$ cat config.mk
export PLATFORM = sky130hd
export DESIGN_NAME = capi_command_arbiter_flat
export DESIGN_NICKNAME = d
export VERILOG_FILES = /design/src/rtl/capi_command_arbiter_pkg.sv /design/src/rtl/capi_command_arbiter_if.sv /design/src/rtl/capi_command_arbiter_rr.sv /design/src/rtl/capi_command_arbiter.sv /design/src/flat_wrapper.sv
export SDC_FILE = /design/constraint.sdc
export NUM_CORES = 1
export LEC_CHECK = 0
export ABC_AREA = 1
export BUFFER_PORTS_ARGS = -buffer_cell sky130_fd_sc_hd__buf_2
export CELL_PAD_IN_SITES_DETAIL_PLACEMENT = 1
export CELL_PAD_IN_SITES_GLOBAL_PLACEMENT = 2
export CORE_ASPECT_RATIO = 2
export CORE_MARGIN = 8
export CORE_UTILIZATION = 22
export DETAILED_ROUTE_END_ITERATION = 16
export PLACE_DENSITY = 0.87
export SLEW_MARGIN = 5
export SYNTH_ARGS = -nofsm -noshare
export SYNTH_HDL_FRONTEND = slang
export SYNTH_SLANG_ARGS = --single-unit
export TNS_END_PERCENT = 5
$ cat constraint.sdc
create_clock -name clock -period 5.2 [get_ports clock]
set_clock_uncertainty 0.1 [all_clocks]
set_input_delay 0.78 -clock clock [delete_from_list [all_inputs] [get_ports clock]]
set_output_delay 0.78 -clock clock [all_outputs]
set_load 0.02 [all_outputs]
$ cat src/rtl/capi_command_arbiter_pkg.sv
// Shared CAPI types for the command arbiter: PSL command/response structs,
// command codes, arbiter state encoding and credit width.
package CAPI;

    typedef logic [63:0] pointer_t;

    localparam int CREDIT_WIDTH = 8;

    localparam logic [12:0] READ_CL_NA = 13'h0A00;
    localparam logic [12:0] READ_CL_S  = 13'h0A50;
    localparam logic [12:0] READ_PNA   = 13'h0E00;
    localparam logic [12:0] WRITE_NA   = 13'h0D00;
    localparam logic [12:0] WRITE_MI   = 13'h0D60;

    typedef enum logic [1:0] {
        IDLE  = 2'd0,
        RUN   = 2'd1,
        DRAIN = 2'd2
    } arbiter_state;

    typedef struct packed {
        logic        valid;
        logic [7:0]  tag;
        logic        tag_parity;
        logic [12:0] command;
        logic        command_parity;
        logic [2:0]  abt;
        pointer_t    address;
        logic        address_parity;
        logic [15:0] context_handle;
        logic [11:0] size;
    } CommandInterfaceOutput;

    typedef struct packed {
        logic       valid;
        logic [7:0] tag;
        logic       tag_parity;
        logic [7:0] response;
    } ResponseInterface;

endpackage

$ cat src/rtl/capi_command_arbiter_if.sv
// Per-requester command handshake bundle between AFU requesters and the arbiter.
interface capi_command_arbiter_if
    import CAPI::*;
#(
    parameter int NUM_REQ = 4
);
    logic [NUM_REQ-1:0]         req_valid;
    logic [NUM_REQ-1:0]         req_ready;
    logic [NUM_REQ-1:0][12:0]   req_command;
    logic [NUM_REQ-1:0][7:0]    req_tag;
    logic [NUM_REQ-1:0][11:0]   req_size;
    pointer_t [NUM_REQ-1:0]     req_address;

    modport master (
        output req_valid, req_command, req_tag, req_size, req_address,
        input  req_ready
    );

    modport slave (
        input  req_valid, req_command, req_tag, req_size, req_address,
        output req_ready
    );
endinterface

$ cat src/rtl/capi_command_arbiter_rr.sv
// Round-robin picker: first set request at or after i_ptr, wrapping; one-hot result.
module round_robin_select #(
    parameter int N  = 4,
    parameter int PW = $clog2(N)
) (
    input  logic [N-1:0]  i_req,
    input  logic [PW-1:0] i_ptr,
    output logic [N-1:0]  o_grant
);
    logic          w_found;
    logic [PW:0]   w_sum;
    logic [PW-1:0] w_idx;

    always_comb begin
        o_grant = '0;
        w_found = 1'b0;
        w_sum   = '0;
        w_idx   = '0;
        for (int k = 0; k < N; k++) begin
            w_sum = {1'b0, i_ptr} + (PW+1)'(k);
            if (w_sum >= (PW+1)'(N)) begin
                w_sum = w_sum - (PW+1)'(N);
            end
            w_idx = w_sum[PW-1:0];
            if (!w_found && i_req[w_idx]) begin
                o_grant[w_idx] = 1'b1;
                w_found        = 1'b1;
            end
        end
    end
endmodule

$ cat src/rtl/capi_command_arbiter.sv
// Credit-based command arbiter between NUM_REQ AFU requesters and the PSL command port.
// Optional outstanding-tag scoreboard enabled by defining ARB_TAG_CHECK_EN.
//
// state | meaning
// IDLE  | AFU not running, no grants
// RUN   | granting while credits remain
// DRAIN | enable dropped, waiting for all credits to return
module capi_command_arbiter
    import CAPI::*;
#(
    parameter int NUM_REQ     = 4,
    parameter int MAX_CREDITS = 64
) (
    input  logic                    clock,
    input  logic                    reset_n,
    input  logic                    enabled,
    input  logic [7:0]              croom,
    capi_command_arbiter_if.slave   req,
    input  ResponseInterface        response,
    output CommandInterfaceOutput   command_out,
    output logic [CREDIT_WIDTH-1:0] credits,
    output logic                    busy,
    output logic                    credit_error
);
    localparam int PW = (NUM_REQ > 1) ? $clog2(NUM_REQ) : 1;
    localparam logic [CREDIT_WIDTH-1:0] MAX_C = CREDIT_WIDTH'(MAX_CREDITS);

    arbiter_state              r_state, w_state_nxt;
    logic [CREDIT_WIDTH-1:0]   r_credits, r_limit, w_limit_rst;
    logic [PW-1:0]             r_ptr, w_ptr_nxt;
    logic                      r_err;
    CommandInterfaceOutput     r_cmd;

    logic                      w_grant_en;
    logic [NUM_REQ-1:0]        w_tag_ok, w_req_elig, w_grant_raw, w_grant;
    logic                      w_xfer, w_tag_bad, w_resp_over, w_resp_inc;
    logic [12:0]               w_sel_cmd;
    logic [7:0]                w_sel_tag;
    logic [11:0]               w_sel_size;
    pointer_t                  w_sel_addr;
    logic [PW-1:0]             w_sel_idx;
    logic                      w_unused_resp;

    assign w_limit_rst = (croom < MAX_C) ? croom : MAX_C;

    always_ff @(posedge clock) begin
        if (!reset_n) begin
            r_state <= IDLE;
        end else begin
            r_state <= w_state_nxt;
        end
    end

    always_comb begin
        w_state_nxt = r_state;
        w_grant_en  = 1'b0;
        case (r_state)
            IDLE: begin
                if (enabled) w_state_nxt = RUN;
            end
            RUN: begin
                if (!enabled) w_state_nxt = DRAIN;
                else          w_grant_en  = reset_n && (r_credits != '0);
            end
            DRAIN: begin
                if (enabled)                     w_state_nxt = RUN;
                else if (r_credits == r_limit)   w_state_nxt = IDLE;
            end
            default: w_state_nxt = IDLE;
        endcase
    end

`ifdef ARB_TAG_CHECK_EN
    logic [255:0] r_tag_out;

    always_comb begin
        w_tag_ok = '0;
        for (int i = 0; i < NUM_REQ; i++) begin
            w_tag_ok[i] = ~r_tag_out[req.req_tag[i]];
        end
    end

    assign w_tag_bad = response.valid & ~r_tag_out[response.tag];

    // Clear before set: a tag can only be issued when it is not outstanding.
    always_ff @(posedge clock) begin
        if (!reset_n) begin
            r_tag_out <= '0;
        end else begin
            if (response.valid) r_tag_out[response.tag] <= 1'b0;
            if (w_xfer)         r_tag_out[w_sel_tag]    <= 1'b1;
        end
    end

    assign w_unused_resp = ^{response.tag_parity, response.response};
`else
    assign w_tag_ok      = '1;
    assign w_tag_bad     = 1'b0;
    assign w_unused_resp = ^{response.tag_parity, response.response, response.tag};
`endif

    assign w_req_elig = req.req_valid & w_tag_ok;

    round_robin_select #(.N(NUM_REQ), .PW(PW)) u_rr (
        .i_req   (w_req_elig),
        .i_ptr   (r_ptr),
        .o_grant (w_grant_raw)
    );

    assign w_grant       = w_grant_en ? w_grant_raw : '0;
    assign req.req_ready = w_grant;
    assign w_xfer        = |(w_grant & req.req_valid);

    always_comb begin
        w_sel_cmd  = '0;
        w_sel_tag  = '0;
        w_sel_size = '0;
        w_sel_addr = '0;
        w_sel_idx  = '0;
        for (int i = 0; i < NUM_REQ; i++) begin
            if (w_grant[i]) begin
                w_sel_cmd  = req.req_command[i];
                w_sel_tag  = req.req_tag[i];
                w_sel_size = req.req_size[i];
                w_sel_addr = req.req_address[i];
                w_sel_idx  = PW'(i);
            end
        end
    end

    assign w_ptr_nxt = (w_sel_idx == PW'(NUM_REQ-1)) ? '0 : w_sel_idx + PW'(1);

    // A response alongside a transfer nets to zero and can never overflow.
    assign w_resp_over = response.valid && !w_xfer && (r_credits == r_limit);
    assign w_resp_inc  = response.valid && !w_resp_over && !w_tag_bad;

    always_ff @(posedge clock) begin
        if (!reset_n) begin
            r_limit   <= w_limit_rst;
            r_credits <= w_limit_rst;
            r_err     <= 1'b0;
            r_ptr     <= '0;
            r_cmd     <= '0;
        end else begin
            if (w_xfer && !w_resp_inc) begin
                r_credits <= r_credits - CREDIT_WIDTH'(1);
            end else if (!w_xfer && w_resp_inc) begin
                r_credits <= r_credits + CREDIT_WIDTH'(1);
            end
            if (w_resp_over || w_tag_bad) r_err <= 1'b1;
            r_cmd.valid <= w_xfer;
            if (w_xfer) begin
                r_ptr                <= w_ptr_nxt;
                r_cmd.command        <= w_sel_cmd;
                r_cmd.command_parity <= ~^w_sel_cmd;
                r_cmd.tag            <= w_sel_tag;
                r_cmd.tag_parity     <= ~^w_sel_tag;
                r_cmd.size           <= w_sel_size;
                r_cmd.address        <= w_sel_addr;
                r_cmd.address_parity <= ~^w_sel_addr;
            end
        end
    end

    assign command_out  = r_cmd;
    assign credits      = r_credits;
    assign busy         = (r_state != IDLE);
    assign credit_error = r_err;
endmodule

$ cat src/flat_wrapper.sv
// flat-port wrapper written by rule: the top's interface ports become plain ports
module capi_command_arbiter_flat import CAPI::*;
#(
    parameter int NUM_REQ     = 4,
    parameter int MAX_CREDITS = 64
)
  (clock, reset_n, enabled, croom, response, command_out, credits, busy, credit_error, req_req_valid, req_req_command, req_req_tag, req_req_size, req_req_address, req_req_ready);
  capi_command_arbiter_if #(.NUM_REQ(NUM_REQ)) req_i ();
  input  logic clock;
  input  logic reset_n;
  input  logic enabled;
  input  logic [7:0] croom;
  input  ResponseInterface response;
  output CommandInterfaceOutput command_out;
  output logic [CREDIT_WIDTH-1:0] credits;
  output logic busy;
  output logic credit_error;
  input wire logic [$bits(req_i.req_valid)-1:0] req_req_valid;
  input wire logic [$bits(req_i.req_command)-1:0] req_req_command;
  input wire logic [$bits(req_i.req_tag)-1:0] req_req_tag;
  input wire logic [$bits(req_i.req_size)-1:0] req_req_size;
  input wire logic [$bits(req_i.req_address)-1:0] req_req_address;
  output wire logic [$bits(req_i.req_ready)-1:0] req_req_ready;
  assign req_i.req_valid = req_req_valid;
  assign req_i.req_command = req_req_command;
  assign req_i.req_tag = req_req_tag;
  assign req_i.req_size = req_req_size;
  assign req_i.req_address = req_req_address;
  assign req_req_ready = req_i.req_ready;
  capi_command_arbiter #(.NUM_REQ(NUM_REQ), .MAX_CREDITS(MAX_CREDITS)) u_core (.clock(clock), .reset_n(reset_n), .enabled(enabled), .croom(croom), .req(req_i), .response(response), .command_out(command_out), .credits(credits), .busy(busy), .credit_error(credit_error));
endmodule
==> results by group, run 1 <==
Floorplanning
  – Num rows: 116
  – Area of the die: 58360 µm²
  – Core area: 49930 µm²
  – Starting density of the core: 22.24%
  – I/O pins: 555
  – Die Wd: 174.9 µm
  – Vert. Die Dim: 333.7 µm

Route
  – Vias per inst: 4.716
  – Final WL: 68570 µm
  – Post-route ant nets: 0
  – Drt wl/cell: 22.15 µm
  – DRT Pass-1 Iters: 4
  – Vias: 14600
  – First DRT Iteration DRCs: 553
  – Drc violations: 0

Global route
  – Total GRT Usage: 22.83%
  – Vias in the first global route: 15660
  – GR Overflow Total: 0
  – Largest net degree at the start of global routing: 81
  – Initial antenna violation count: 17
  – First-pass GRT wire length: 99260 µm

STA
  – Unrepaired setup endpoints after global routing: no
  – Crit share post-route: 90.38%
  – Max-slew violations: 0
  – Min Tclk post-route: 4700 ps
  – Worst setup margin: 500.4 ps
  – Measured slew at the worst slew-check pin: 1057 ps
  – Max transition margin: 29.46%
  – Final setup fails: 0
  – Max Clk Rate: 212.8 MHz
  – Final Hold Fails: 0
  – Fin Setup TNS: 0 ps

Synthesis
  – Largest cells by area after synthesis: nand2_1, dfxtp_1, nand3_1
  – Post-Syn Area: 11100 µm²
  – Avg Inst Size Synth: 5.686 µm²
  – Cells after Synth: 1953
  – Synth top cells by count: nand2_1, inv_1, nand3_1
  – Post-synthesis sequential area ratio: 23.44%
  – Post-synth ARST share: 0%
  – Top FF cell, synth: dfxtp_1
  – Synth area leader: nand2_1
  – EDFF count, synth: 16
  – Most common cell in the netlist: nand2_1
  – Yosys reg bits: 122
  – Synth unique cells: 46
  – Post-synth top area share: 26.13%
  – Syn. warnings: 0

Worst hold path
  – Hold Crit Class: flip-flop to flip-flop

Clock network
  – TritonCTS buffer count: 17
  – Post-cts resize count: 0
  – CTS hold repair buffers: 0
  – Clock Latency Late Sink: 440 ps
  – Reg clk slew, reported paths: 60 ps
  – Clk root buf: clkbuf_16
  – Setup repair bufs after CTS: 0
  – Clock tree buffer depth: 2
  – CTS Sinks: 122
  – H-Tree Depth: 4
  – CTS tree: built

Placement
  – IO buf count: 518
  – Dpl hpwl: 56780 µm
  – Pre-CTS setup slack: 325.8 ps
  – Gpl congestion: 0.9113

Finish
  – Nets: 2860
  – Syn-to-layout area delta: 33.69%
  – Share of cells above drive strength 1: 27.19%
  – Fillers: 6755

Worst setup path
  – Critical path's slowest cell: dfxtp_1
  – Startpoint types: flip-flop
  – Buf+Inv Stages, Crit Path: 5
  – Worst path max stage delay: 400 ps
  – R2r setup slk: 500 ps
  – CP endpoint kind: flip-flop
  – Crit Path Max Fanout: 9
  – Critical Path RT: 5300 ps
  – Worst path arrival time: 4800 ps
  – Kind of cell adding the most delay to the critical path: simple AND/OR/NAND/NOR gates
  – Setup CP Type: flip-flop to flip-flop
  – CP dominant cell by count: nor2_1

Power
  – Pleak: 8.640 nW
  – Peak VDD IR: 0.1605 mV
  – PD cells: 200.4 nW/µm²

Flow run
  – Max_cap viols: 0

Status
  – Status: complete, no violations
worst register-to-register path: cells and delay by family, from the launching register on:
family	cells	cell delay [ps]
xor gates and xnor gates	1	200
AOI/OAI and AO/OA	7	990
and+or+nand+nor	14	1580
adders and majority gates	2	630
DFF	1	400
buffers and inverters	5	550
state kept, by name, summed over array words and instances (netlist names):
name / cells
u_core.command_out: 101
u_core.credit_error: 1
u_core.credits: 8
u_core.r_limit: 8
u_core.r_ptr: 2
u_core.r_state: 2
per-layer routing:
metal  part of all wire [%]  track usage (%)
met5                  0.076                0
met4                    4.2            10.36
met3                    6.0            4.797
met2                     54            45.31
met1                     36            21.73
worst paths after layout:
path | start | end | cells after the start
worst max register to register | u_core.r_ptr[0] | u_core.credits[7] | 29
worst max-delay path | u_core.r_ptr[0] | u_core.credits[7] | 29
worst min-delay path | u_core.credit_error | u_core.credit_error | 2
worst min register to register | u_core.credit_error | u_core.credit_error | 2
where the power goes:
group	internal (W)	switching [W]
registers	0.000991	0.0000225
clock network	0.000669	0.000543
logic	0.000269	0.000480
layout by cell type (no fill, tap or decap), drive strengths merged, types with 20 or more instances in the layout:
cell type  Yosys  final
nand2        787    787
buf           84    556
inv          240    243
nand3        190    190
o21ai        109    109
dfxtp        106    106
nor2          97     97
a21oi         67     67
nand3b        48     48
o211ai        38     38
clkinv        31     38
nand4         23     23
clkbuf        38     21
conb           1     20
per-stage QoR:
| step | instances | cell area [µm²] | power [W] | utilization, % | hold WS, ps |
|---|---|---|---|---|---|
| after floorplan | 1972 | 11180 | 0.001441 | - | 342.2 |
| after global placement | 3055 | 14260 | 0.001776 | 28.57 | 341.8 |
| after detailed placement | 3055 | 14260 | 0.001795 | 28.57 | 343.4 |
| after CTS | 3087 | 14830 | 0.003035 | 29.69 | 353.4 |
| after global routing | 3091 | 14840 | 0.003141 | 29.71 | 381.9 |
| final | 3095 | 14850 | 0.002975 | 29.73 | 348.7 |
cells by family (layout without fill, tap and decap cells):
family / count (synthesis) / after routing / synth area share (%)
compound gates: 240 / 240 / 12.43
xor+xnor: 20 / 20 / 1.577
fa+ha+maj: 14 / 14 / 1.645
buf+inv: 393 / 859 / 15.54
flops: 122 / 122 / 23.44
other cells: 1 / 28 / 0.03377
simple gates: 1163 / 1163 / 45.34
area by class of cell:
class / count / area, µm² / share of cell area [%]
Sequential cell: 122 / 2603 / 17.53
Inverter: 271 / 1030 / 6.936
Clock inverter: 11 / 81.33 / 0.5478
Antenna cell: 8 / 20.02 / 0.1349
Timing Repair Buffer: 556 / 2943 / 19.82
Multi-Input combinational cell: 1457 / 6875 / 46.31
Tap cell: 649 / 812.0 / 5.470
Clock buffer: 21 / 481.7 / 3.245
(Power assumes the default switching activity.)
==> run 2: changes to the inputs <==
--- a/config.mk
+++ b/config.mk
@@ -12,6 +12,7 @@
 export CORE_ASPECT_RATIO = 2
 export CORE_MARGIN = 8
 export CORE_UTILIZATION = 22
+export CTS_BUF_LIST = sky130_fd_sc_hd__clkbuf_8
 export DETAILED_ROUTE_END_ITERATION = 16
 export PLACE_DENSITY = 0.87
 export SLEW_MARGIN = 5
==> results by group, run 2 (synthesis gave the netlist of run 1 again) <==
Status
  – Status: complete, no violations

Placement
  – Pre-CTS setup slack: 325.8 ps
  – Dpl hpwl: 56780 µm
  – Dpl cells: 3055
  – Gpl congestion: 0.9113
  – IO buf count: 518

STA
  – Crit share post-route: 90.28%
  – Final Hold Fails: 0
  – Final setup fails: 0
  – Unrepaired setup endpoints after global routing: no
  – Fin Setup TNS: 0 ps
  – Measured slew at the worst slew-check pin: 1124 ps
  – Worst setup margin: 505.5 ps
  – Max-slew violations: 0
  – Max transition margin: 24.30%
  – Max Clk Rate: 213.0 MHz
  – Min Tclk post-route: 4694 ps

Worst setup path
  – Crit Path Max Fanout: 9
  – Buf+Inv Stages, Crit Path: 5
  – Setup CP Type: flip-flop to flip-flop
  – Worst path arrival time: 4840 ps
  – Kind of cell adding the most delay to the critical path: simple AND/OR/NAND/NOR gates
  – CP dominant cell by count: nor2_1
  – Startpoint types: flip-flop
  – Critical path's slowest cell: dfxtp_1
  – Worst Setup SP: u_core.r_ptr[0]
  – Critical R2R Launch: u_core.r_ptr[0]
  – Worst path max stage delay: 420 ps
  – CP endpoint kind: flip-flop
  – Critical Path RT: 5350 ps

Power
  – Sw Pwr: 0.001005 W
  – Sequential fraction of design power: 37.9%
  – Clock power share: 34.0%
  – Peak VDD IR: 0.1412 mV
  – Net Sw Frac: 37.64%
  – P_int: 0.001666 W
  – Power consumption: 0.002671 W
  – Pleak: 8.559 nW
  – PD cells: 182.2 nW/µm²
  – Combinational Power Share: 28.1%

Worst hold path
  – Worst min-delay path startpoint: u_core.credit_error
  – Hold Crit Class: flip-flop to flip-flop

Finish
  – Share of cells above drive strength 1: 27.19%
  – Most frequent cells in the layout: nand2_1, buf_2, inv_1
  – Commonest non-fill, non-tap cell in the layout: nand2_1
  – Fillers: 6784
  – Post-route core utilization: 29.36%
  – Non-Filler Instances: 3095
  – Syn-to-layout area delta: 32.01%
  – Max reg flops: 101
  – Nets: 2860

Clock network
  – H-Tree Depth: 4
  – Clock Latency Late Sink: 480 ps
  – Clock tree buffer depth: 2
  – Post-cts resize count: 0
  – CTS tree: built
  – Clk root buf: clkbuf_8
  – Reg clk slew, reported paths: 90 ps
  – Setup repair bufs after CTS: 0
  – TritonCTS buffer count: 17
  – CTS hold repair buffers: 0
  – CTS Sinks: 122

Global route
  – Initial antenna violation count: 18
  – Total GRT Usage: 22.80%
  – Vias in the first global route: 15600
  – Largest net degree at the start of global routing: 81
  – GR Overflow Total: 0
  – First-pass GRT wire length: 99070 µm

Route
  – First DRT Iteration DRCs: 550
  – Drt wl/cell: 22.12 µm
  – DRT Pass-1 Iters: 7
  – Vias: 14540
  – Vias per inst: 4.697
  – Final WL: 68470 µm
  – Drc violations: 0
  – Post-route ant nets: 0

Floorplanning
  – Vert. Die Dim: 333.7 µm
  – Num rows: 116
  – Die Wd: 174.9 µm
  – I/O pins: 555
  – Area of the die: 58360 µm²
  – Core area: 49930 µm²
  – Starting density of the core: 22.24%

Flow run
  – Max_cap viols: 0
## run 2: cell types whose count changed in the layout (fill, tap and decap cells not counted), sizes merged
cell    change
inv         +1
clkbuf      -2
bufinv      +1
## run 2: final timing paths
| kind | end | slack [ps] | cells past startpoint |
|---|---|---|---|
| worst max-delay path | u_core.credits[7] | 510 | 29 |
| worst min-delay path | u_core.credit_error | 350 | 2 |
| worst max register to register | u_core.credits[7] | 510 | 29 |
| worst min register to register | u_core.credit_error | 350 | 2 |
## run 2: routing by layer
metal	wire (µm)	GRT usage, %	part of all wire [%]
met2	37500	45.70	55
met1	24370	21.78	36
met4	2447	9.055	3.6
met5	50	0	0.073
met3	4099	4.854	6.0
## run 2: final cells by class
class / instances / area [µm²] / area share [%]
Clock inverter: 13 / 115.1 / 0.7852
Clock buffer: 19 / 261.5 / 1.784
Tap cell: 649 / 812.0 / 5.539
Multi-Input combinational cell: 1457 / 6875 / 46.90
Sequential cell: 122 / 2603 / 17.75
Timing Repair Buffer: 556 / 2943 / 20.08
Antenna cell: 8 / 20.02 / 0.1366
Inverter: 271 / 1030 / 7.025
## run 2: worst reg2reg max path, delay by kind of cell (launching register included)
kind / cells / cell delay (ps)
DFF: 1 / 420
and+or+nand+nor: 14 / 1570
AOI/OAI and AO/OA: 7 / 960
xor gates and xnor gates: 1 / 190
adders and majority gates: 2 / 630
buffers and inverters: 5 / 580
## run 2: metrics by stage
stage               cell area (µm²)  hold WS, ps
floorplan                     11180        342.2
global route                  14650        385.9
detailed placement            14260        343.4
finish                        14660        352.4
global placement              14260        341.8
CTS                           14640        356.6
## run 2: power by group through the flow
stage	clock network [W]	logic, W	registers, W
CTS	0.000952	0.000765	0.00101
global placement	0	0.000744	0.00103
global route	0.000984	0.000833	0.00102
finish	0.000909	0.000750	0.00101
floorplan	0	0.000379	0.00106
detailed placement	0	0.000762	0.00103
